`config.mk`:
```
export PLATFORM = sky130hd
export DESIGN_NAME = count_event_queue
export DESIGN_NICKNAME = d
export VERILOG_FILES = /design/src/rtl/count_event_queue.sv
export SDC_FILE = /design/constraint.sdc
export NUM_CORES = 1
export LEC_CHECK = 0
export CORE_ASPECT_RATIO = 0.6
export CORE_MARGIN = 1
export CORE_UTILIZATION = 45
export CTS_CLUSTER_SIZE = 16
export DETAILED_ROUTE_END_ITERATION = 12
export HOLD_SLACK_MARGIN = 0.08
export PLACE_DENSITY_LB_ADDON = 0.05
export SETUP_SLACK_MARGIN = 0.4
export SYNTH_ARGS = -nofsm -noshare
export SYNTH_HDL_FRONTEND = slang
export SYNTH_SLANG_ARGS = --single-unit
```
`constraint.sdc`:
```
create_clock -name clk -period 2.9 [get_ports clk]
set_input_delay 0.58 -clock clk [delete_from_list [all_inputs] [get_ports clk]]
set_output_delay 0.58 -clock clk [all_outputs]
set_load 0.01 [all_outputs]
```
`src/rtl/count_event_queue.sv`:
```
// Counter sample classifier feeding a small event FIFO with overflow accounting.
// Optional build macro COUNT_EVENT_TICK_FILTER_EN suppresses enqueue of TICK events.
module count_event_queue #(
  parameter int unsigned DEPTH = 4
) (
  input  logic       clk,
  input  logic       rst_n,
  input  logic       cnt_valid,
  input  logic [3:0] cnt,
  output logic       ev_valid,
  input  logic       ev_ready,
  output logic [1:0] ev_code,
  output logic [3:0] ev_value,
  output logic [4:0] ev_level,
  output logic       overflow,
  output logic [7:0] drop_cnt
);

  localparam int unsigned PtrW = $clog2(DEPTH);

  typedef enum logic [1:0] {
    EvTick     = 2'd0,
    EvHalfway  = 2'd1,
    EvRollover = 2'd2,
    EvSeqErr   = 2'd3
  } ev_code_e;

  logic [3:0]      prev_q;
  logic            have_prev_q;
  logic [PtrW-1:0] rptr_q, wptr_q;
  logic [4:0]      level_q;
  logic            overflow_q;
  logic [7:0]      drop_cnt_q;
  logic [5:0]      mem_q [DEPTH];

  logic [3:0] prev_inc;
  ev_code_e   cls;
  logic       push_req, full, pop, push, drop;

  assign prev_inc = prev_q + 4'd1;

  always_comb begin
    cls = EvTick;
    if (have_prev_q && (cnt != prev_inc)) begin
      cls = EvSeqErr;
    end else if (have_prev_q && (prev_q == 4'd15) && (cnt == 4'd0)) begin
      cls = EvRollover;
    end else if (cnt == 4'd8) begin
      cls = EvHalfway;
    end
  end

`ifdef COUNT_EVENT_TICK_FILTER_EN
  // Filtered ticks never reach the FIFO, so they can never count as drops.
  assign push_req = cnt_valid && (cls != EvTick);
`else
  assign push_req = cnt_valid;
`endif

  assign full = (level_q == 5'(DEPTH));
  assign pop  = ev_valid && ev_ready;
  // A pop in the same cycle frees the slot the push needs.
  assign push = push_req && (!full || pop);
  assign drop = push_req && full && !pop;

  always_ff @(posedge clk or negedge rst_n) begin
    if (!rst_n) begin
      prev_q      <= 4'd0;
      have_prev_q <= 1'b0;
    end else if (cnt_valid) begin
      prev_q      <= cnt;
      have_prev_q <= 1'b1;
    end
  end

  always_ff @(posedge clk or negedge rst_n) begin
    if (!rst_n) begin
      rptr_q  <= '0;
      wptr_q  <= '0;
      level_q <= 5'd0;
      for (int i = 0; i < DEPTH; i++) begin
        mem_q[i] <= 6'd0;
      end
    end else begin
      if (push) begin
        mem_q[wptr_q] <= {cls, cnt};
        wptr_q        <= wptr_q + 1'b1;
      end
      if (pop) begin
        rptr_q <= rptr_q + 1'b1;
      end
      if (push && !pop) begin
        level_q <= level_q + 5'd1;
      end else if (pop && !push) begin
        level_q <= level_q - 5'd1;
      end
    end
  end

  always_ff @(posedge clk or negedge rst_n) begin
    if (!rst_n) begin
      overflow_q <= 1'b0;
      drop_cnt_q <= 8'd0;
    end else if (drop) begin
      overflow_q <= 1'b1;
      if (drop_cnt_q != 8'hff) begin
        drop_cnt_q <= drop_cnt_q + 8'd1;
      end
    end
  end

  // Head fields read as zero when empty so reset/idle outputs are clean.
  assign ev_valid = (level_q != 5'd0);
  assign ev_code  = ev_valid ? mem_q[rptr_q][5:4] : 2'd0;
  assign ev_value = ev_valid ? mem_q[rptr_q][3:0] : 4'd0;
  assign ev_level = level_q;
  assign overflow = overflow_q;
  assign drop_cnt = drop_cnt_q;

endmodule

```
# == Word-level counts from Yosys, hierarchy flattened ==
# Index checks and enable logic that the tools add are counted.
# op_classes
add_sub_neg,6
mul,0
div,0
n_lt_le_gt_ge,3
eq_ne,5
shifts,0
mux,13
bitwise,2
n_reduce_logical,18
# op_table
operator,count
24-bit bitwise mux,1
6-bit two-way mux,3
6-bit binary-select mux with 2-bit select,1
6-bit demux with 2-bit select,1
1-bit logical AND,10
5-bit two-way mux,2
8-bit by 1-bit adder with 8-bit output (second input constant),1
4-bit equality test (second input constant),2
8-bit inequality test (second input constant),1
3-bit >= comparator (second input constant),2
2-bit two-way mux,3
2-bit inverter with 3-bit output,2
5-bit by 1-bit adder with 5-bit output (second input constant),1
5-bit by 3-bit equality test with 1-bit output (second input constant),1
5-bit nonzero test,1
5-bit by 1-bit subtractor with 5-bit output (second input constant),1
2-bit by 1-bit adder with 2-bit output (second input constant),2
4-bit by 1-bit adder with 4-bit output (second input constant),1
4-bit zero test,1
4-bit two-way mux,1
4-bit inequality test,1
1-bit zero test,3
3-bit by 1-bit < comparator with 1-bit output (second input constant),1
2-bit AND reduction,1
3 further kinds,3
# totals
regBits,47
latchBits,0
ram_bits,0
rom_bits,0
input_bits,8
elab_cells,58
memories,0

# == Longest topological paths before layout ==
# Gate-level depths: netlist of the first run.
# logic_depth
ltp_word,8
mapped_depth,12
depth_no_buf,10

# == Worst setup path before layout of the first run ==
# Ideal clock, no wire load.
# synth_path
kind,register to register
from,"register level_q[1], in the netlist ev_level[1]"
to,"register level_q[4], in the netlist ev_level[4]"
setup_ps,147
arrival_ps,2854
t_required_ps,2753
slack_ps,-101
path_stages_with_launch,13
synth_period_minus_slack_ps,3001
path_cell_list,dfrtp_1 or4_4 buf_6 or2_2 buf_6 nand2_2 ha_1 inv_1 ha_1 nor2b_1 o21a_1 o2111ai_1 o311ai_0
# synth_between
elab_chain_len,7
elab_cells_between_ends,15
classes_between,add/sub (2); eq/ne (1); mux (2); reduce/logical (10)
# synth_lines
item,line,rtl
start: declaration,31,logic [4:0] level_q;
start signal: assignment,93,level_q <= level_q + 5'd1;
start signal: assignment,95,level_q <= level_q - 5'd1;
5-bit nonzero test *,113,assign ev_valid = (level_q != 5'd0);
net ev_valid,10,"output logic ev_valid,"
1-bit logical AND *,61,assign pop = ev_valid && ev_ready;
1-bit logical OR,63,assign push = push_req && (!full || pop);
1-bit logical AND,63,
1-bit zero test,94,end else if (pop && !push) begin
1-bit logical AND,94,
2-bit nonzero test (no source line),--,
# The timed path passes the listed nets; every way through them passes the cells marked *. The select of a mux whose other input is x is not followed.
# A chain may end at the register's enable or synchronous reset.

# == Worst setup path in the final report of the first run ==
# layout_path
from,"register level_q[3], in the netlist ev_level[3]"
to,"register level_q[4], in the netlist ev_level[4]"
# layout_between
elab_chain_len,7
elab_cells_between_ends,15
classes_between,add/sub (2); eq/ne (1); mux (2); reduce/logical (10)
# layout_lines
item
branches (longest 7 deep; another with 5-bit by 1-bit subtractor with 5-bit output)
# Parallel ways; which one is timed is not known. The select of a mux whose other input is x is not followed.

==> impl_metrics.toml, run 1 <==
[status]
outcome = "finished clean"

[final_layout]
syn2layout_area_growth_pct = 23.4
layout_commonest_cell = "dfrtp_1"
stdcell_count = 304
most-common-layout-cells = "dfrtp_1, mux2_2, clkdlybuf4s50_1"
fin_nets = 258
diodes = 0
final_util_pct = 58.8
drive_above_1_share_pct = 33.6

[timing]
slew_viol_final = 0
final.setup.tns_ns = 0
setup_viol = 0
final_hold_viol_count = 0
skew_ns = 0.00519
relSlewSlack_pct = 30.6
tightest_slew_ns = 1.04
period_minus_slack_ns = 2.59
fmax_mhz = 386
rsz0062_at_grt = "yes"
whs_ns = 0.470
fin_crit_sh_pct = 89.3

[floorplan]
fp.dieH_um = 59.1
ios = 29
die_w_um = 97.1
num_rows = 20
dieArea_um2 = 5740
core_um2 = 5130
start_util_pct = 47.6

[clock_network]
cts_buffer_depth = 2
cts_tree = "yes"
cts_made_buffers = 5
h-tree-depth = 2
cts_num_sinks = 47
clk-insertion-delay-late_ns = 0.29
hold_buffers = 0
cts_root_buffer = "clkbuf_8"
clk_pin_slew_ns = 0.08

[logic_synthesis]
ys.warnings.count = 0
yosysSeqAreaShare_pct = 48.1
synth_cells = 197
yosys.cell_types.count = 42
netlist_area_um2 = 2440
syn_nets = 216
synth.avg_cell_area_um2 = 12.4
synth-seq-cells = 47

[power_and_ir_drop]
ir_drop_uv = 351
p_leak_nw = 1.29
p_per_area_nw_per_um2 = 1000

[routing]
drc = 0
routedWlPerCell_um = 18.3
first_pass_iters = 4
routed_wl_um = 5550
drtIter0Drc = 119
vias = 1668
routed_via_density = 5.49
ant_nets = 0

[placed_design]
place_inst = 286
portBuffers = 28
dp_hpwl_um = 3760
place_congestion = 0.704

[global_routing]
grt_pass1_wl_um = 9200
grt_pass1_vias = 1731
grt_max_degree = 48
antenna_found_initial = 0
overflow = 0
grt.total_usage_pct = 21.5

[worst_setup_path]
worst-setup-path-type = "reg2reg"
required_ns = 3.07
rrSetupSlack_ns = 0.31
worstRegToRegCells = 10
cp-start-kind = "flop"
cp.arrival_ns = 2.76
r2r_start = "ev_level[3]"
timing.rr.end = "ev_level[4]"
endpoint_kind = "flop"
crit_path_max_fanout = 4

[worst_hold_path]
hold_class = "in2async"

[job]
maxCapViolCount = 0
worst max path at each step:
| stage | start | to | slack, ns | depth (start not counted) |
|---|---|---|---|---|
| final | ev_level[3] | ev_level[4] | 0.31 | 10 |
| after global routing | ev_level[3] | ev_level[4] | 0.25 | 9 |
| after CTS | ev_level[4] | ev_value[2] | 0.38 | 4 |
| after detailed placement | ev_ready | ev_level[4] | 0.11 | 11 |
| after global placement | ev_level[4] | ev_level[3] | 0.22 | 10 |
| after floorplan | ev_level[4] | ev_level[4] | 0.21 | 12 |
final cells by class:
cell class | count | area [um2]
tap | 66 | 82.6
timing repair buffer | 44 | 372
clock buffer | 6 | 72.6
inverter | 8 | 35.0
sequential | 47 | 1180
multi-input combinational | 133 | 1270
fill | 416 | 2110
logic make-up (layout without fill, tap and decap cells):
group                      Yosys count  in the layout  share of synthesized area, %
AOI/OAI and AO/OA                   24             24                          7.73
xor gates and xnor gates            19             19                          6.81
adders and majority gates           11             11                          5.94
buffers and inverters               18             58                          3.43
DFF                                 47             47                          48.1
muxes                               28             28                          15.8
and+or+nand+nor                     50             51                          12.1
layer usage:
metal / vias to the layer above / routed length (um) / GRT usage [%]
li1: 793 / - / -
met1: 841 / 2760 / 29.6
met2: 30 / 2540 / 35.1
met3: 4 / 204 / 4.72
met4: 0 / 38 / 6.18
met5: - / 0 / 0
critical path, cell delays in order (launching register included):
cell	delay, ns
dfrtp_2	0.42
or4_4	0.57
or2_4	0.29
nand2_4	0.09
ha_4	0.18
inv_6	0.06
ha_4	0.21
nor2b_4	0.13
o21a_1	0.20
o2111ai_1	0.19
o311ai_1	0.12
Yosys cell counts:
| library cell | number | area [um2] |
|---|---|---|
| clkbuf_1 | 7 | 26.3 |
| and2_4 | 1 | 8.76 |
| nor3_1 | 1 | 5.00 |
| nand4b_1 | 1 | 8.76 |
| clkbuf_2 | 1 | 5.00 |
| o21ai_1 | 1 | 5.00 |
| or2_2 | 3 | 18.8 |
| inv_1 | 8 | 30.0 |
| mux2_2 | 21 | 236 |
| nor2b_1 | 1 | 6.26 |
| a21o_1 | 1 | 7.51 |
| nor4b_1 | 1 | 8.76 |
| and2_1 | 7 | 43.8 |
| and3_1 | 3 | 18.8 |
| o2111ai_1 | 2 | 17.5 |
| o211ai_4 | 1 | 21.3 |
| mux4_2 | 6 | 135 |
| o21ai_0 | 8 | 40.0 |
| o311ai_0 | 1 | 8.76 |
| buf_6 | 2 | 22.5 |
| and4_1 | 1 | 8.76 |
| nand2b_1 | 1 | 6.26 |
| nand3_1 | 6 | 30.0 |
| or3_1 | 2 | 12.5 |
| nand2_2 | 1 | 6.26 |
| or4_4 | 1 | 11.3 |
| dfrtp_1 | 47 | 1180 |
| o211ai_2 | 3 | 37.5 |
| nor4_1 | 2 | 12.5 |
| nor2_1 | 1 | 3.75 |
| xor2_1 | 5 | 43.8 |
| a21oi_1 | 1 | 5.00 |
| mux2_4 | 1 | 15.0 |
| nand4_1 | 4 | 25.0 |
| fa_1 | 1 | 20.0 |
| nor3_4 | 1 | 16.3 |
| nand2_1 | 12 | 45.0 |
| o31ai_1 | 4 | 30.0 |
| o41ai_1 | 1 | 8.76 |
| ha_1 | 10 | 125 |
| xnor2_1 | 14 | 123 |
| o21a_1 | 1 | 7.51 |
what timing repair did:
item / in CTS / in global routing
setup endpoints to repair: 9 / 3
buffers inserted: 9 / 2
gates cloned: 1 / 0
pin swaps: 10 / 10
gates resized for setup: 35 / 3
state kept, by name (all words and copies together), names as in the netlist:
signal       cells
have_prev_q      1
rptr_q           2
overflow         1
ev_level         5
prev_q           4
mem_q           24
wptr_q           2
drop_cnt         8
stage by stage:
| stage | area (um2) | power (mW) | setup slack (ns) |
|---|---|---|---|
| finish | 3020 | 3.02 | 0.311 |
| global placement | 2840 | 2.55 | 0.216 |
| CTS | 2990 | 3.02 | 0.380 |
| global route | 3020 | 3.23 | 0.247 |
| detailed placement | 2840 | 2.62 | 0.114 |
| floorplan | 2500 | 2.06 | 0.210 |
report_power, final:
| group | internal (mW) | switching [mW] |
|---|---|---|
| Clock | 0.161 | 0.201 |
| Combinational | 0.850 | 0.660 |
| Sequential | 0.923 | 0.225 |
| Total | 1.93 | 1.09 |
(Power assumes the default switching activity.)
==> run 2, diff against run 1 <==
CTS_BUF_LIST = sky130_fd_sc_hd__clkbuf_2   (was default)
DONT_BUFFER_PORTS = 1   (was default)
PLACE_DENSITY = 0.67   (was default)
PLACE_DENSITY_LB_ADDON = default   (was 0.05)
==> impl_metrics.toml, run 2 (synthesis results as in run 1) <==
[status]
outcome = "finished clean"

[worst_setup_path]
rrSetupSlack_ns = 0.30
crit_path_max_fanout = 6
cpMostUsedCell = "ha_4"
cp-start-kind = "flop"
required_ns = 3.19
worstSetupStartpoint = "ev_level[0]"
cpMaxStageDelayCell = "or4_4"
cp_cell_sequence = "or4_4 > or2_4 > nand2_4 > ha_4 > inv_4 > ha_4 > or3_1 > o2111ai_2 > o311ai_1"
r2r_start = "ev_level[0]"
cp.arrival_ns = 2.89
endpoint_kind = "flop"
worst-setup-path-type = "reg2reg"
max_stage_delay_ns = 0.58

[final_layout]
drive_above_1_share_pct = 34.1
largest_register = "mem_q"
fin_nets = 227
stdcell_count = 274
layout_commonest_cell = "dfrtp_1"
design_area_um2 = 2740
most-common-layout-cells = "dfrtp_1, mux2_2, xnor2_1"
syn2layout_area_growth_pct = 12.0
largest_register_ffs = 24
n_fill_cell = 433
diodes = 0

[timing]
final.setup.tns_ns = 0
fmax_mhz = 384
skew_ns = 0.0192
final_hold_viol_count = 0
setup_viol = 0
slew_viol_final = 0
relSlewSlack_pct = 35.7
period_minus_slack_ns = 2.60
tightest_slew_ns = 0.953
whs_ns = 0.263
rsz0062_at_grt = "yes"
fin_crit_sh_pct = 89.7

[routing]
drc = 0
vias = 1581
ant_nets = 0
routed_wl_um = 5290
first_pass_iters = 4
routed_via_density = 5.77
routedWlPerCell_um = 19.3
drtIter0Drc = 90

[clock_network]
clk-insertion-delay-late_ns = 0.41
cts_made_buffers = 5
h-tree-depth = 2
cts_num_sinks = 47
cts_buffer_depth = 2
cts_root_buffer = "clkbuf_2"
cts_tree = "yes"
clk_pin_slew_ns = 0.23

[global_routing]
antenna_found_initial = 0
met3_usage_pct = 6.60
overflow = 0
grt_pass1_vias = 1690
grt.total_usage_pct = 20.3
grt_pass1_wl_um = 8670
grt_max_degree = 48
grtUsageMet1_pct = 24.2
met2_usage_pct = 35.8
gr-max-usage-layer = "met2"

[placed_design]
dp_hpwl_um = 3700
place_inst = 257
place_congestion = 0.700
postPlaceCellArea_um2 = 2560
portBuffers = 0

[power_and_ir_drop]
p_leak_nw = 1.18
p_per_area_nw_per_um2 = 1020
ir_drop_uv = 317

[floorplan]
ios = 29
start_util_pct = 47.6
die_w_um = 97.1
dieArea_um2 = 5740
fp.dieH_um = 59.1
core_um2 = 5130
num_rows = 20

[worst_hold_path]
hold_class = "in2reg"
hp-start = "cnt_valid"

[job]
maxCapViolCount = 0
-- run 2: changes by cell type in the layout (fill, tap and decap cells not counted), moves of 2 or more --
cell	delta
clkbuf_8	-5
and2_1	-2
buf_4	-4
buf_2	-6
clkbuf_2	+5
and2_4	+2
clkdlybuf4s50_1	-20
-- run 2: worst paths after layout --
kind                       depth (start not counted)          end
setup / recovery                                   9  ev_level[4]
hold / removal                                     1  have_prev_q
setup reg to reg                                   9  ev_level[4]
hold reg to reg                                    2    mem_q[11]
max in group asynchronous                          2    rptr_q[0]
min in group asynchronous                          2     mem_q[9]
-- run 2: critical path, delay by kind of cell (launching register included) --
family / cells / cell delay [ns]
AO/OA/AOI/OAI: 2 / 0.33
adder cells (fa/ha/maj): 2 / 0.33
buffers and inverters: 1 / 0.06
flip-flops: 1 / 0.43
AND/OR/NAND/NOR: 4 / 1.36
-- run 2: report_power, final --
| group | total, mW | leakage [nW] | internal, mW | switching (mW) |
|---|---|---|---|---|
| clock network | 0.350 | 0.0391 | 0.145 | 0.205 |
| logic | 1.28 | 0.576 | 0.703 | 0.575 |
| registers | 1.17 | 0.565 | 0.920 | 0.248 |
-- run 2: repair_timing --
item,4_1_cts,5_1_grt
gates cloned,1,0
pin swaps,4,2
endpoints found under the setup margin,8,8
endpoints found under the hold margin,47,0
gates resized for setup,2,8
setup buffers,5,2
hold buffers,2,0
-- run 2: stage by stage --
step / total power, mW / util, % / setup WS [ns]
after global routing: 2.98 / 53.4 / 0.206
after global placement: 2.24 / 49.9 / 0.311
after CTS: 2.74 / 52.8 / 0.284
after detailed placement: 2.32 / 49.9 / 0.211
after floorplan: 2.06 / - / 0.210
final: 2.80 / 53.4 / 0.298
-- run 2: layer usage --
metal	share of wire [%]	wire (um)
met1	44	2300
met4	1.1	56
met2	48	2550
met3	7.1	373
met5	0	0
-- run 2: final cells by class --
| type | count | area [um2] | area share (%) |
|---|---|---|---|
| clock buffer | 6 | 30.0 | 1.10 |
| clock inverter | 1 | 30.0 | 1.10 |
| inverter | 8 | 32.5 | 1.19 |
| multi-input combinational | 133 | 1260 | 46.2 |
| sequential | 47 | 1180 | 43.1 |
| tap | 66 | 82.6 | 3.02 |
| timing repair buffer | 13 | 120 | 4.39 |
==> run 3, diff against run 2 <==
SETUP_SLACK_MARGIN = default   (was 0.4)
==> impl_metrics.toml, run 3 (synthesis results as in run 1) <==
[worst_setup_path]
crit_buf_inv = 1
cp_cell_sequence = "or4_4 > or2_2 > nand2_2 > ha_4 > inv_1 > ha_4 > nor2b_1 > o21a_1 > o21ai_0 > o311ai_1"
cp.arrival_ns = 3.12
worstSetupStartpoint = "ev_level[3]"
cpMaxStageDelayCell = "or4_4"
cpMostUsedCell = "ha_4"
path_delay_family = "simple AND/OR/NAND/NOR gates"
max_stage_delay_ns = 0.56
worst-setup-path-type = "reg2reg"
r2r_start = "ev_level[3]"
cp-start-kind = "flop"
endpoint_kind = "flop"
required_ns = 3.20
crit_path_max_fanout = 6

[timing]
relSlewSlack_pct = 47.6
final.setup.tns_ns = 0
slew_viol_final = 0
setup_ws_ns = 0.0802
fmax_mhz = 355
setup_viol = 0
period_minus_slack_ns = 2.82
final_hold_viol_count = 0
tightest_slew_ns = 0.777
rsz0062_at_grt = "no"
whs_ns = 0.283
fin_crit_sh_pct = 97.2
skew_ns = 0.0210

[clock_network]
clk-insertion-delay-late_ns = 0.41
h-tree-depth = 2
cts_made_buffers = 5
clk_pin_slew_ns = 0.21
cts_num_sinks = 47
cts_root_buffer = "clkbuf_2"
cts_tree = "yes"
cts_buffer_depth = 2

[power_and_ir_drop]
switching_share_pct = 35.7
pwr-share-comb_pct = 41.5
seq_power_share_pct = 42.6
power_mw = 2.74
p_per_area_nw_per_um2 = 1020
switchingPower_mw = 0.977
p_leak_nw = 1.15
pwr-share-clk_pct = 16.0
intPower_mw = 1.76
ir_drop_uv = 313

[routing]
routed_wl_um = 4820
wl_met2_um = 2260
routed_via_density = 5.86
ant_nets = 0
drt-met1-wl_um = 2250
top_layer = "met4"
dr_wl_met3_um = 269
routedWlPerCell_um = 17.9
drc = 0
drtIter0Drc = 36
vias = 1575
first_pass_iters = 6

[global_routing]
overflow = 0
grt.total_usage_pct = 17.9
antenna_found_initial = 0
grt_pass1_vias = 1564
grt_pass1_wl_um = 7840
grt_max_degree = 48

[final_layout]
drive_above_1_share_pct = 29.6
most-common-layout-cells = "dfrtp_1, mux2_2, xnor2_1"
largest_register = "mem_q"
syn2layout_area_growth_pct = 9.83
layout_commonest_cell = "dfrtp_1"
n_fill_cell = 437
largest_register_ffs = 24
fin_nets = 221
final_util_pct = 52.3
diodes = 0

[placed_design]
pre_cts_ws_ns = -0.0219
portBuffers = 0
place_congestion = 0.776
dp_hpwl_um = 3570

[worst_hold_path]
hp-start = "cnt_valid"
hold_class = "in2reg"

[floorplan]
start_util_pct = 47.6
num_rows = 20
fp.dieH_um = 59.1
dieArea_um2 = 5740
die_w_um = 97.1
core_um2 = 5130
ios = 29

[job]
maxCapViolCount = 0

[status]
outcome = "finished clean"
run 3: through the flow:
| stage | instances | area [um2] |
|---|---|---|
| 2_1_floorplan | 197 | 2470 |
| 4_1_cts | 269 | 2670 |
| 3_5_place_dp | 258 | 2530 |
| 6_report | 269 | 2680 |
| 3_3_place_gp | 258 | 2530 |
| 5_1_grt | 269 | 2680 |
run 3: repair_timing:
action,CTS,global route
endpoints found under the setup margin,1,1
setup buffers,1,0
pin swaps,1,0
hold buffers,2,0
hold endpoints to repair,47,0
resized for setup,1,4
run 3: path summary, 6_finish.rpt:
| kind | endpoint | slack (ns) | depth (start not counted) |
|---|---|---|---|
| setup / recovery | ev_level[4] | 0.08 | 10 |
| hold / removal | have_prev_q | 0.28 | 1 |
| setup reg to reg | ev_level[4] | 0.08 | 10 |
| hold reg to reg | mem_q[10] | 0.52 | 2 |
| max in group asynchronous | ev_level[3] | 2.03 | 2 |
| min in group asynchronous | mem_q[17] | 0.62 | 2 |
run 3: cell type report:
| class | count | area (um2) | share of cell area, % |
|---|---|---|---|
| flip-flops and latches | 47 | 1180 | 43.9 |
| clock buffers | 6 | 30.0 | 1.12 |
| repair buffers | 8 | 82.6 | 3.08 |
| clock inverters | 2 | 60.1 | 2.24 |
| well taps | 66 | 82.6 | 3.08 |
| inverters | 8 | 30.0 | 1.12 |
| multi-input cells | 132 | 1220 | 45.5 |
run 3: power groups by stage:
stage,Sequential (mW),Clock [mW],Combinational [mW]
2_1_floorplan,1.09,0,0.932
3_3_place_gp,1.15,0,1.03
3_5_place_dp,1.18,0,1.09
4_1_cts,1.17,0.445,1.12
5_1_grt,1.20,0.472,1.23
6_report,1.16,0.437,1.13
run 3: per-layer routing:
metal | up-vias | track usage, %
met5 | - | 0
met4 | 0 | 5.33
met3 | 8 | 6.01
met2 | 39 | 28.5
met1 | 806 | 23.6
li1 | 722 | -
